`config.mk`:
```
export PLATFORM = sky130hd
export DESIGN_NAME = csh_fill_seq_flat
export DESIGN_NICKNAME = d
export VERILOG_FILES = /design/src/rtl/csh_fill_seq_pkg.sv /design/src/rtl/csh_fill_seq_if.sv /design/src/rtl/csh_fill_seq_tmo.sv /design/src/rtl/csh_fill_seq.sv /design/src/flat_wrapper.sv
export SDC_FILE = /design/constraint.sdc
export NUM_CORES = 1
export LEC_CHECK = 0
export CAP_MARGIN = 20
export CORE_MARGIN = 2
export CORE_UTILIZATION = 45
export CTS_CLUSTER_DIAMETER = 60
export DETAILED_ROUTE_END_ITERATION = 16
export PLACE_DENSITY = 0.8
export SYNTH_ARGS = -nofsm -noshare
export SYNTH_HDL_FRONTEND = slang
export SYNTH_SLANG_ARGS = --single-unit
```
`constraint.sdc`:
```
create_clock -name clk_mbx_h -period 1.7 [get_ports clk_mbx_h]
set_input_delay 0.17 -clock clk_mbx_h [delete_from_list [all_inputs] [get_ports clk_mbx_h]]
set_output_delay 0.17 -clock clk_mbx_h [all_outputs]
set_load 0.005 [all_outputs]
```
`src/rtl/csh_fill_seq_pkg.sv`:
```
// Shared types and helpers for the cache lookup/refill sequencer.
// Sizes assume a 4-way cache with 4-word lines.
package csh_pkg;

  localparam int WAYS  = 4;
  localparam int WORDS = 4;

  typedef logic [1:0] way_idx_t;
  typedef logic [1:0] wd_idx_t;

  typedef enum logic [2:0] {
    ST_IDLE   = 3'd0,
    ST_SETTLE = 3'd1,
    ST_LOOKUP = 3'd2,
    ST_MREQ   = 3'd3,
    ST_FILL   = 3'd4,
    ST_DIRWR  = 3'd5,
    ST_USE    = 3'd6
  } csh_fill_st_t;

  typedef struct packed {
    way_idx_t way;
    logic     multi;
  } way_enc_t;

  function automatic logic [WORDS-1:0] onehot_wd(input wd_idx_t idx);
    logic [WORDS-1:0] v;
    v      = '0;
    v[idx] = 1'b1;
    return v;
  endfunction

  // Lowest set bit wins the encoding; multi flags more than one match.
  function automatic way_enc_t enc_way(input logic [WAYS-1:0] vec);
    way_enc_t r;
    int       n;
    r.way   = '0;
    r.multi = 1'b0;
    n       = 0;
    for (int i = WAYS - 1; i >= 0; i--) begin
      if (vec[i]) begin
        r.way = way_idx_t'(i);
        n     = n + 1;
      end
    end
    r.multi = (n > 1);
    return r;
  endfunction

endpackage

```
`src/rtl/csh_fill_seq_if.sv`:
```
// Directory / memory / write-back signal bundle of the refill sequencer.
// The sequencer drives the master side; directory and memory sit on the slave side.
interface csh_fill_seq_if;
  import csh_pkg::*;

  // Handshakes: csh_req_h is a level sampled only while csh_busy_h is low
  // (one accept per transaction); mem_rd_req_h is held high until the cycle
  // mem_ack_h is seen, after which each mem_data_vld_h cycle carries one word.
  logic         csh_req_h;
  logic [1:0]   csh_req_wd_h;
  logic [3:0]   csh_valid_match_h;
  logic [1:0]   csh_lru_h;
  logic         csh_adr_par_bad_l;
  logic         mem_ack_h;
  logic         mem_data_vld_h;
  logic         mem_nxm_h;

  logic         csh_busy_h;
  logic         csh_hit_h;
  logic [1:0]   csh_hit_way_h;
  logic         mem_rd_req_h;
  logic [1:0]   mem_rd_wd_h;
  logic [3:0]   csh_wr_en_l;
  logic [3:0]   csh_wr_wd_en_h;
  logic         csh_val_wr_pulse_l;
  logic         csh_val_wr_data_h;
  logic         csh_refill_ram_wr_l;
  logic         csh_use_wr_en_h;
  logic         csh_fill_done_h;
  logic [1:0]   csh_err_h;
  csh_fill_st_t dbg_state;

  modport master (
    input  csh_req_h, csh_req_wd_h, csh_valid_match_h, csh_lru_h,
           csh_adr_par_bad_l, mem_ack_h, mem_data_vld_h, mem_nxm_h,
    output csh_busy_h, csh_hit_h, csh_hit_way_h, mem_rd_req_h, mem_rd_wd_h,
           csh_wr_en_l, csh_wr_wd_en_h, csh_val_wr_pulse_l, csh_val_wr_data_h,
           csh_refill_ram_wr_l, csh_use_wr_en_h, csh_fill_done_h, csh_err_h,
           dbg_state
  );

  modport slave (
    output csh_req_h, csh_req_wd_h, csh_valid_match_h, csh_lru_h,
           csh_adr_par_bad_l, mem_ack_h, mem_data_vld_h, mem_nxm_h,
    input  csh_busy_h, csh_hit_h, csh_hit_way_h, mem_rd_req_h, mem_rd_wd_h,
           csh_wr_en_l, csh_wr_wd_en_h, csh_val_wr_pulse_l, csh_val_wr_data_h,
           csh_refill_ram_wr_l, csh_use_wr_en_h, csh_fill_done_h, csh_err_h,
           dbg_state
  );
endinterface

```
`src/rtl/csh_fill_seq_tmo.sv`:
```
// Memory-wait watchdog: counts idle cycles while enabled, cleared on any
// memory activity, and flags expiry once the count reaches TIMEOUT_CYC.
module csh_fill_tmo #(
  parameter int TIMEOUT_CYC = 255
) (
  input  logic i_clk,
  input  logic i_rst_l,
  input  logic i_clr,
  input  logic i_en,
  output logic o_expire
);

  localparam logic [7:0] TMO_MAX = 8'(TIMEOUT_CYC);

  logic [7:0] r_cnt;

  always_ff @(posedge i_clk) begin
    if (!i_rst_l) begin
      r_cnt <= 8'd0;
    end else if (i_clr) begin
      r_cnt <= 8'd0;
    end else if (i_en && !o_expire) begin
      r_cnt <= r_cnt + 8'd1;
    end
  end

  assign o_expire = i_en && (r_cnt == TMO_MAX);

endmodule

```
`src/rtl/csh_fill_seq.sv`:
```
// Cache lookup/refill sequencer: reports hits, and on a miss fetches a
// wrap-ordered line into the victim way and writes the directory back.
module csh_fill_seq
  import csh_pkg::*;
#(
  parameter int SETTLE_CYC  = 1,
  parameter int TIMEOUT_CYC = 255
) (
  input  logic          clk_mbx_h,
  input  logic          mr_reset_l,
  csh_fill_seq_if.master bus
);

  localparam logic [7:0] SETTLE_LAST = 8'(SETTLE_CYC - 1);

  csh_fill_st_t r_state;
  csh_fill_st_t w_state_nxt;
  wd_idx_t      r_wd;
  way_idx_t     r_way;
  logic [1:0]   r_n;
  logic [7:0]   r_settle;
  logic [1:0]   r_err;

  way_enc_t     w_enc;
  logic         w_lkp_err;
  logic         w_hit;
  logic         w_mem_st;
  logic         w_tmo_exp;
  logic         w_tmo_clr;
  logic         w_abort;
  logic         w_beat;
  logic         w_last_beat;
  wd_idx_t      w_beat_wd;

  logic         w_hit_o;
  way_idx_t     w_hit_way;
  logic         w_rd_req;
  wd_idx_t      w_rd_wd;
  logic [3:0]   w_wr_en_l;
  logic [3:0]   w_wd_en;
  logic         w_val_pulse_l;
  logic         w_val_data;
  logic         w_refill_l;
  logic         w_use;
  logic         w_done;

  // A parity error or multiple matching ways can't be trusted as a hit.
  assign w_enc       = enc_way(bus.csh_valid_match_h);
  assign w_lkp_err   = w_enc.multi || !bus.csh_adr_par_bad_l;
  assign w_hit       = (r_state == ST_LOOKUP) && (bus.csh_valid_match_h != 4'b0000) && !w_lkp_err;
  assign w_mem_st    = (r_state == ST_MREQ) || (r_state == ST_FILL);
  assign w_tmo_clr   = !w_mem_st || bus.mem_ack_h || bus.mem_data_vld_h;
  assign w_abort     = w_mem_st && (bus.mem_nxm_h || w_tmo_exp);
  assign w_beat      = (r_state == ST_FILL) && bus.mem_data_vld_h && !w_abort;
  assign w_last_beat = w_beat && (r_n == 2'd3);
  assign w_beat_wd   = r_wd + r_n;

  csh_fill_tmo #(.TIMEOUT_CYC(TIMEOUT_CYC)) u_tmo (
    .i_clk    (clk_mbx_h),
    .i_rst_l  (mr_reset_l),
    .i_clr    (w_tmo_clr),
    .i_en     (w_mem_st),
    .o_expire (w_tmo_exp)
  );

  always_ff @(posedge clk_mbx_h) begin
    if (!mr_reset_l) begin
      r_state  <= ST_IDLE;
      r_wd     <= '0;
      r_way    <= '0;
      r_n      <= 2'd0;
      r_settle <= 8'd0;
      r_err    <= 2'b00;
    end else begin
      r_state <= w_state_nxt;
      if ((r_state == ST_IDLE) && bus.csh_req_h) r_wd <= bus.csh_req_wd_h;
      r_settle <= (r_state == ST_SETTLE) ? r_settle + 8'd1 : 8'd0;
      if (r_state == ST_LOOKUP) begin
        r_way <= w_hit ? w_enc.way : bus.csh_lru_h;
        if (w_lkp_err) r_err[0] <= 1'b1;
      end
      if (r_state != ST_FILL) r_n <= 2'd0;
      else if (w_beat)        r_n <= r_n + 2'd1;
      if (w_abort) r_err[1] <= 1'b1;
    end
  end

  always_comb begin
    w_state_nxt = r_state;
    case (r_state)
      ST_IDLE:   if (bus.csh_req_h) w_state_nxt = ST_SETTLE;
      ST_SETTLE: if (r_settle == SETTLE_LAST) w_state_nxt = ST_LOOKUP;
      ST_LOOKUP: w_state_nxt = w_hit ? ST_USE : ST_MREQ;
      ST_MREQ: begin
        if (w_abort)             w_state_nxt = ST_IDLE;
        else if (bus.mem_ack_h)  w_state_nxt = ST_FILL;
      end
      ST_FILL: begin
        if (w_abort)          w_state_nxt = ST_IDLE;
        else if (w_last_beat) w_state_nxt = ST_DIRWR;
      end
      ST_DIRWR:  w_state_nxt = ST_USE;
      ST_USE:    w_state_nxt = ST_IDLE;
      default:   w_state_nxt = ST_IDLE;
    endcase
  end

  // Aborts invalidate the victim line's valid bit without touching the tag.
  always_comb begin
    w_hit_o       = 1'b0;
    w_hit_way     = '0;
    w_rd_req      = 1'b0;
    w_rd_wd       = '0;
    w_wr_en_l     = 4'b1111;
    w_wd_en       = 4'b0000;
    w_val_pulse_l = 1'b1;
    w_val_data    = 1'b0;
    w_refill_l    = 1'b1;
    w_use         = 1'b0;
    w_done        = 1'b0;
    case (r_state)
      ST_LOOKUP: begin
        w_hit_o   = w_hit;
        w_hit_way = w_hit ? w_enc.way : bus.csh_lru_h;
      end
      ST_MREQ: begin
        w_hit_way = r_way;
        w_rd_req  = 1'b1;
        w_rd_wd   = r_wd;
        if (w_abort) w_val_pulse_l = 1'b0;
      end
      ST_FILL: begin
        w_hit_way = r_way;
        if (w_abort) begin
          w_val_pulse_l = 1'b0;
        end else if (w_beat) begin
          w_wr_en_l = ~(4'b0001 << r_way);
          w_wd_en   = onehot_wd(w_beat_wd);
        end
      end
      ST_DIRWR: begin
        w_hit_way     = r_way;
        w_refill_l    = 1'b0;
        w_val_pulse_l = 1'b0;
        w_val_data    = 1'b1;
        w_wd_en       = 4'b1111;
        w_wr_en_l     = ~(4'b0001 << r_way);
        w_done        = 1'b1;
      end
      ST_USE: begin
        w_hit_way = r_way;
        w_use     = 1'b1;
      end
      default: begin
        w_hit_way = '0;
      end
    endcase
  end

  assign bus.csh_busy_h          = (r_state != ST_IDLE);
  assign bus.csh_hit_h           = w_hit_o;
  assign bus.csh_hit_way_h       = w_hit_way;
  assign bus.mem_rd_req_h        = w_rd_req;
  assign bus.mem_rd_wd_h         = w_rd_wd;
  assign bus.csh_wr_en_l         = w_wr_en_l;
  assign bus.csh_wr_wd_en_h      = w_wd_en;
  assign bus.csh_val_wr_pulse_l  = w_val_pulse_l;
  assign bus.csh_val_wr_data_h   = w_val_data;
  assign bus.csh_refill_ram_wr_l = w_refill_l;
  assign bus.csh_use_wr_en_h     = w_use;
  assign bus.csh_fill_done_h     = w_done;
  assign bus.csh_err_h           = r_err;
  assign bus.dbg_state           = r_state;

endmodule

```
`src/flat_wrapper.sv`:
```
// flat-port wrapper written by rule: the top's interface ports become plain ports
module csh_fill_seq_flat import csh_pkg::*;
#(
  parameter int SETTLE_CYC  = 1,
  parameter int TIMEOUT_CYC = 255
)
  (clk_mbx_h, mr_reset_l, bus_csh_req_h, bus_csh_req_wd_h, bus_csh_valid_match_h, bus_csh_lru_h, bus_csh_adr_par_bad_l, bus_mem_ack_h, bus_mem_data_vld_h, bus_mem_nxm_h, bus_csh_busy_h, bus_csh_hit_h, bus_csh_hit_way_h, bus_mem_rd_req_h, bus_mem_rd_wd_h, bus_csh_wr_en_l, bus_csh_wr_wd_en_h, bus_csh_val_wr_pulse_l, bus_csh_val_wr_data_h, bus_csh_refill_ram_wr_l, bus_csh_use_wr_en_h, bus_csh_fill_done_h, bus_csh_err_h, bus_dbg_state);
  csh_fill_seq_if bus_i ();
  input  logic clk_mbx_h;
  input  logic mr_reset_l;
  input wire logic [$bits(bus_i.csh_req_h)-1:0] bus_csh_req_h;
  input wire logic [$bits(bus_i.csh_req_wd_h)-1:0] bus_csh_req_wd_h;
  input wire logic [$bits(bus_i.csh_valid_match_h)-1:0] bus_csh_valid_match_h;
  input wire logic [$bits(bus_i.csh_lru_h)-1:0] bus_csh_lru_h;
  input wire logic [$bits(bus_i.csh_adr_par_bad_l)-1:0] bus_csh_adr_par_bad_l;
  input wire logic [$bits(bus_i.mem_ack_h)-1:0] bus_mem_ack_h;
  input wire logic [$bits(bus_i.mem_data_vld_h)-1:0] bus_mem_data_vld_h;
  input wire logic [$bits(bus_i.mem_nxm_h)-1:0] bus_mem_nxm_h;
  output wire logic [$bits(bus_i.csh_busy_h)-1:0] bus_csh_busy_h;
  output wire logic [$bits(bus_i.csh_hit_h)-1:0] bus_csh_hit_h;
  output wire logic [$bits(bus_i.csh_hit_way_h)-1:0] bus_csh_hit_way_h;
  output wire logic [$bits(bus_i.mem_rd_req_h)-1:0] bus_mem_rd_req_h;
  output wire logic [$bits(bus_i.mem_rd_wd_h)-1:0] bus_mem_rd_wd_h;
  output wire logic [$bits(bus_i.csh_wr_en_l)-1:0] bus_csh_wr_en_l;
  output wire logic [$bits(bus_i.csh_wr_wd_en_h)-1:0] bus_csh_wr_wd_en_h;
  output wire logic [$bits(bus_i.csh_val_wr_pulse_l)-1:0] bus_csh_val_wr_pulse_l;
  output wire logic [$bits(bus_i.csh_val_wr_data_h)-1:0] bus_csh_val_wr_data_h;
  output wire logic [$bits(bus_i.csh_refill_ram_wr_l)-1:0] bus_csh_refill_ram_wr_l;
  output wire logic [$bits(bus_i.csh_use_wr_en_h)-1:0] bus_csh_use_wr_en_h;
  output wire logic [$bits(bus_i.csh_fill_done_h)-1:0] bus_csh_fill_done_h;
  output wire logic [$bits(bus_i.csh_err_h)-1:0] bus_csh_err_h;
  output wire logic [$bits(bus_i.dbg_state)-1:0] bus_dbg_state;
  assign bus_i.csh_req_h = bus_csh_req_h;
  assign bus_i.csh_req_wd_h = bus_csh_req_wd_h;
  assign bus_i.csh_valid_match_h = bus_csh_valid_match_h;
  assign bus_i.csh_lru_h = bus_csh_lru_h;
  assign bus_i.csh_adr_par_bad_l = bus_csh_adr_par_bad_l;
  assign bus_i.mem_ack_h = bus_mem_ack_h;
  assign bus_i.mem_data_vld_h = bus_mem_data_vld_h;
  assign bus_i.mem_nxm_h = bus_mem_nxm_h;
  assign bus_csh_busy_h = bus_i.csh_busy_h;
  assign bus_csh_hit_h = bus_i.csh_hit_h;
  assign bus_csh_hit_way_h = bus_i.csh_hit_way_h;
  assign bus_mem_rd_req_h = bus_i.mem_rd_req_h;
  assign bus_mem_rd_wd_h = bus_i.mem_rd_wd_h;
  assign bus_csh_wr_en_l = bus_i.csh_wr_en_l;
  assign bus_csh_wr_wd_en_h = bus_i.csh_wr_wd_en_h;
  assign bus_csh_val_wr_pulse_l = bus_i.csh_val_wr_pulse_l;
  assign bus_csh_val_wr_data_h = bus_i.csh_val_wr_data_h;
  assign bus_csh_refill_ram_wr_l = bus_i.csh_refill_ram_wr_l;
  assign bus_csh_use_wr_en_h = bus_i.csh_use_wr_en_h;
  assign bus_csh_fill_done_h = bus_i.csh_fill_done_h;
  assign bus_csh_err_h = bus_i.csh_err_h;
  assign bus_dbg_state = bus_i.dbg_state;
  csh_fill_seq #(.SETTLE_CYC(SETTLE_CYC), .TIMEOUT_CYC(TIMEOUT_CYC)) u_core (.clk_mbx_h(clk_mbx_h), .mr_reset_l(mr_reset_l), .bus(bus_i));
endmodule
```
==> metrics.txt <==
CTS max path bufs 2; Startpoint Class register; Routed WL per cell 15.50 um; Final Hold Fails 0; # DRC 0; critical path required time 1.53 ns; ys async rst share 0%; ANT cells 0; final net count 339; post-route minimum period 2.032 ns; GRT overflow 0; min-delay worst type register to register; status finished with violations; Net Sw Frac 34.61%; dpl hpwl 3271 um; Critical-path top delay cell or3b_4; initial antenna violation count 0; mapped cell area 1675 um^2; routed wire length 5597 um; CTS sink cnt 27; Seq pwr share 31.1%; top cells by area, synth dfxtp_1 32%, ha_1 7.5%, nor2_1 7.2%, xnor2_1 6.3%, nand2_1 5.2%; max_cap viols 0; 1st-iter DRT viols 114; Critical Path Max Stage Delay 0.42 ns; Total GRT Usage 24.89%; vias per std cell 5.244; sw power 0.0008381 W; worst skew pair latency 0.28 ns; Min Hold Slack 0.4682 ns; Hold Buf Count CTS 0; number of synthesized flops with an enable pin 0; synth warn 0; Rel. slew slack 74.82%; root buf cell clkbuf_8; crit path capture type primary output; # setup viols final 25; CP Class register to primary output; Cell Area, Placed 2461 um^2; first-pass GRT wire length 8176 um; CTS clock-pin slew for the worst setup and hold paths 0.09 ns; syn_nets 233; Pwr per Cell Area 850.0 nW/um^2; RSZ-0062 raised after global routing yes; Gate power share 53.4%; top-count cell post-synth nor2_1; syn avg cell area 8.055 um^2; # placed instances 337; Tcrit/Tclk final 119.5%; die area 4227 um^2; Seq/Total Area, Yosys 32.26%; Data arrival, critical path 1.86 ns; Syn-to-layout area delta 70.05%; setup TNS -4.664 ns; CP delay by family, top simple AND/OR/NAND/NOR gates; Leak 1.255 nW; CP max FO 3; die height 65.02 um; Clk pwr share 15.5%; Main synth FF type dfxtp_1; Setup WS post-layout -0.3321 ns; Tot Pwr 0.002422 W; cell accounting for the most synthesized area dfxtp_1; H-Tree Depth 1; Final Non-Filler Cells 361; die width 65.02 um; largest net degree at the start of global routing 15; top post-synthesis cells by count 32 x nor2_1, 27 x dfxtp_1, 23 x nand2_1, 12 x inv_1, 12 x xnor2_1; row count 22; Fmax 492.1 MHz; CTS tree built; Clock Skew 0.005006 ns; area share of the largest cell type after synthesis 32.26%; I/O pin cnt 40; Gate Count Post-Synth 208; antenna viol nets, final 0; Core Box Area 3606 um^2; Port Buf Inserts 39; Starting Density 46.46%; synth unique cells 50; placer congestion estimate 0.7811; failing checks negative setup slack; Num CTS Buffers 3; vias in the first global route 1878; Tightest Pin Transition 0.3765 ns; DR pass1 iterations 4; Via Count 1893; VDD IR max 0.4917 mV; final design area excluding fillers 2849 um^2; cell internal pwr 0.001584 W; WP buf/inv 2; Slew Limit Fails 0; layout cell share with drive strength beyond 1 45.69%; CP Cell Sequence or3b_4 > nor4_4 > a32oi_2 > buf_4 > nand2_2 > buf_2; flops & latches, synth 27; setup slack, reg-to-reg -0.21 ns
[flip-flops by register name (all words and copies together) (netlist names)]
name and flops:
u_core.bus.csh_err_h 2, u_core.r_settle 8, u_core.bus.dbg_state 3, u_core.r_wd 2, u_core.r_n 2, u_core.r_way 2, u_core.u_tmo.r_cnt 8
[worst reg2reg max path, cell delays in order, from the launching register on]
cell and delay [ns]:
dfxtp_2 0.34, buf_4 0.13, buf_6 0.12, nor3b_4 0.21
buf_4 0.15, buf_6 0.13, nor2_4 0.05, or4_4 0.51
nor3_2 0.19
[stage by stage]
| step | setup slack [ns] | util (%) |
|---|---|---|
| floorplan | 0.0008425 | - |
| global placement | -1.029 | 68.25 |
| detailed placement | -1.063 | 68.25 |
| CTS | -0.2860 | 75.75 |
| global route | -0.3996 | 79.01 |
| finish | -0.3321 | 79.01 |
[cell usage in the layout, fill, tap and decap left out, types with 2 or more instances in the layout]
cell type	n
a21oi_1	6
a21oi_2	3
a22oi_2	2
and2_4	3
and3_1	2
buf_2	11
buf_4	60
buf_6	15
clkbuf_8	3
clkdlybuf4s50_1	14
dfxtp_1	22
dfxtp_2	4
dlygate4sd2_1	7
ha_1	7
ha_4	2
inv_1	8
inv_2	2
inv_4	2
nand2_1	19
nand2_2	2
nand2_4	2
nand3_1	9
nand3b_1	2
nand4_1	2
nor2_1	25
nor2_2	7
nor2b_1	2
nor3_1	5
nor3_4	2
nor4b_1	2
o21a_1	2
o21ai_1	3
o31ai_2	2
or3_1	2
xnor2_1	10
xnor2_2	2
xor2_1	6
[cell families (layout without fill, tap and decap cells)]
family	Yosys count	count (layout)	share of synthesized area, %
and+or+nand+nor	98	98	30.02
AOI/OAI and AO/OA	34	34	14.41
DFF	27	27	32.26
buffers and inverters	20	125	5.824
xor gates and xnor gates	18	18	9.410
adders and majority gates	10	10	7.468
muxes	1	1	0.5975
[final cells by class]
class                           instances  area, um^2
Clock buffer                            4       45.04
Fill cell                             255       757.0
Inverter                               12       50.05
Multi-Input combinational cell        161        1251
Sequential cell                        27       549.3
Tap cell                               48       60.06
Timing Repair Buffer                  109       893.4
[power groups by stage]
| stage | clock [W] | sequential, W | combinational (W) |
|---|---|---|---|
| CTS | 0.000370 | 0.000754 | 0.00111 |
| global placement | 0 | 0.000756 | 0.000909 |
| floorplan | 0 | 0.000750 | 0.000463 |
| detailed placement | 0 | 0.000759 | 0.000920 |
| global route | 0.000403 | 0.000761 | 0.00137 |
| finish | 0.000374 | 0.000753 | 0.00129 |
[final timing paths]
kind / start / endpoint / depth (start not counted)
setup / recovery: u_core.bus.dbg_state[0] / bus_csh_hit_way_h[1] / 6
hold / removal: u_core.r_settle[0] / u_core.r_settle[0] / 1
setup reg to reg: u_core.bus.dbg_state[0] / u_core.u_tmo.r_cnt[1] / 8
hold reg to reg: u_core.r_settle[0] / u_core.r_settle[0] / 1
[repair_timing]
action | in CTS | in global routing
buffers inserted | 19 | 8
endpoints found under the setup margin | 28 | 28
pin swaps | 24 | 16
gates cloned | 0 | 0
resized for setup | 135 | 21
[per-layer routing]
metal	up-vias	global-route usage, %	share of wire [%]	routed length [um]
li1	929	-	-	-
met1	901	28.02	41	2284
met2	51	47.55	53	2988
met3	12	3.299	3.9	220
met4	0	8.594	1.9	104
met5	-	0	0	0
Power figures use the tool's default switching activity.
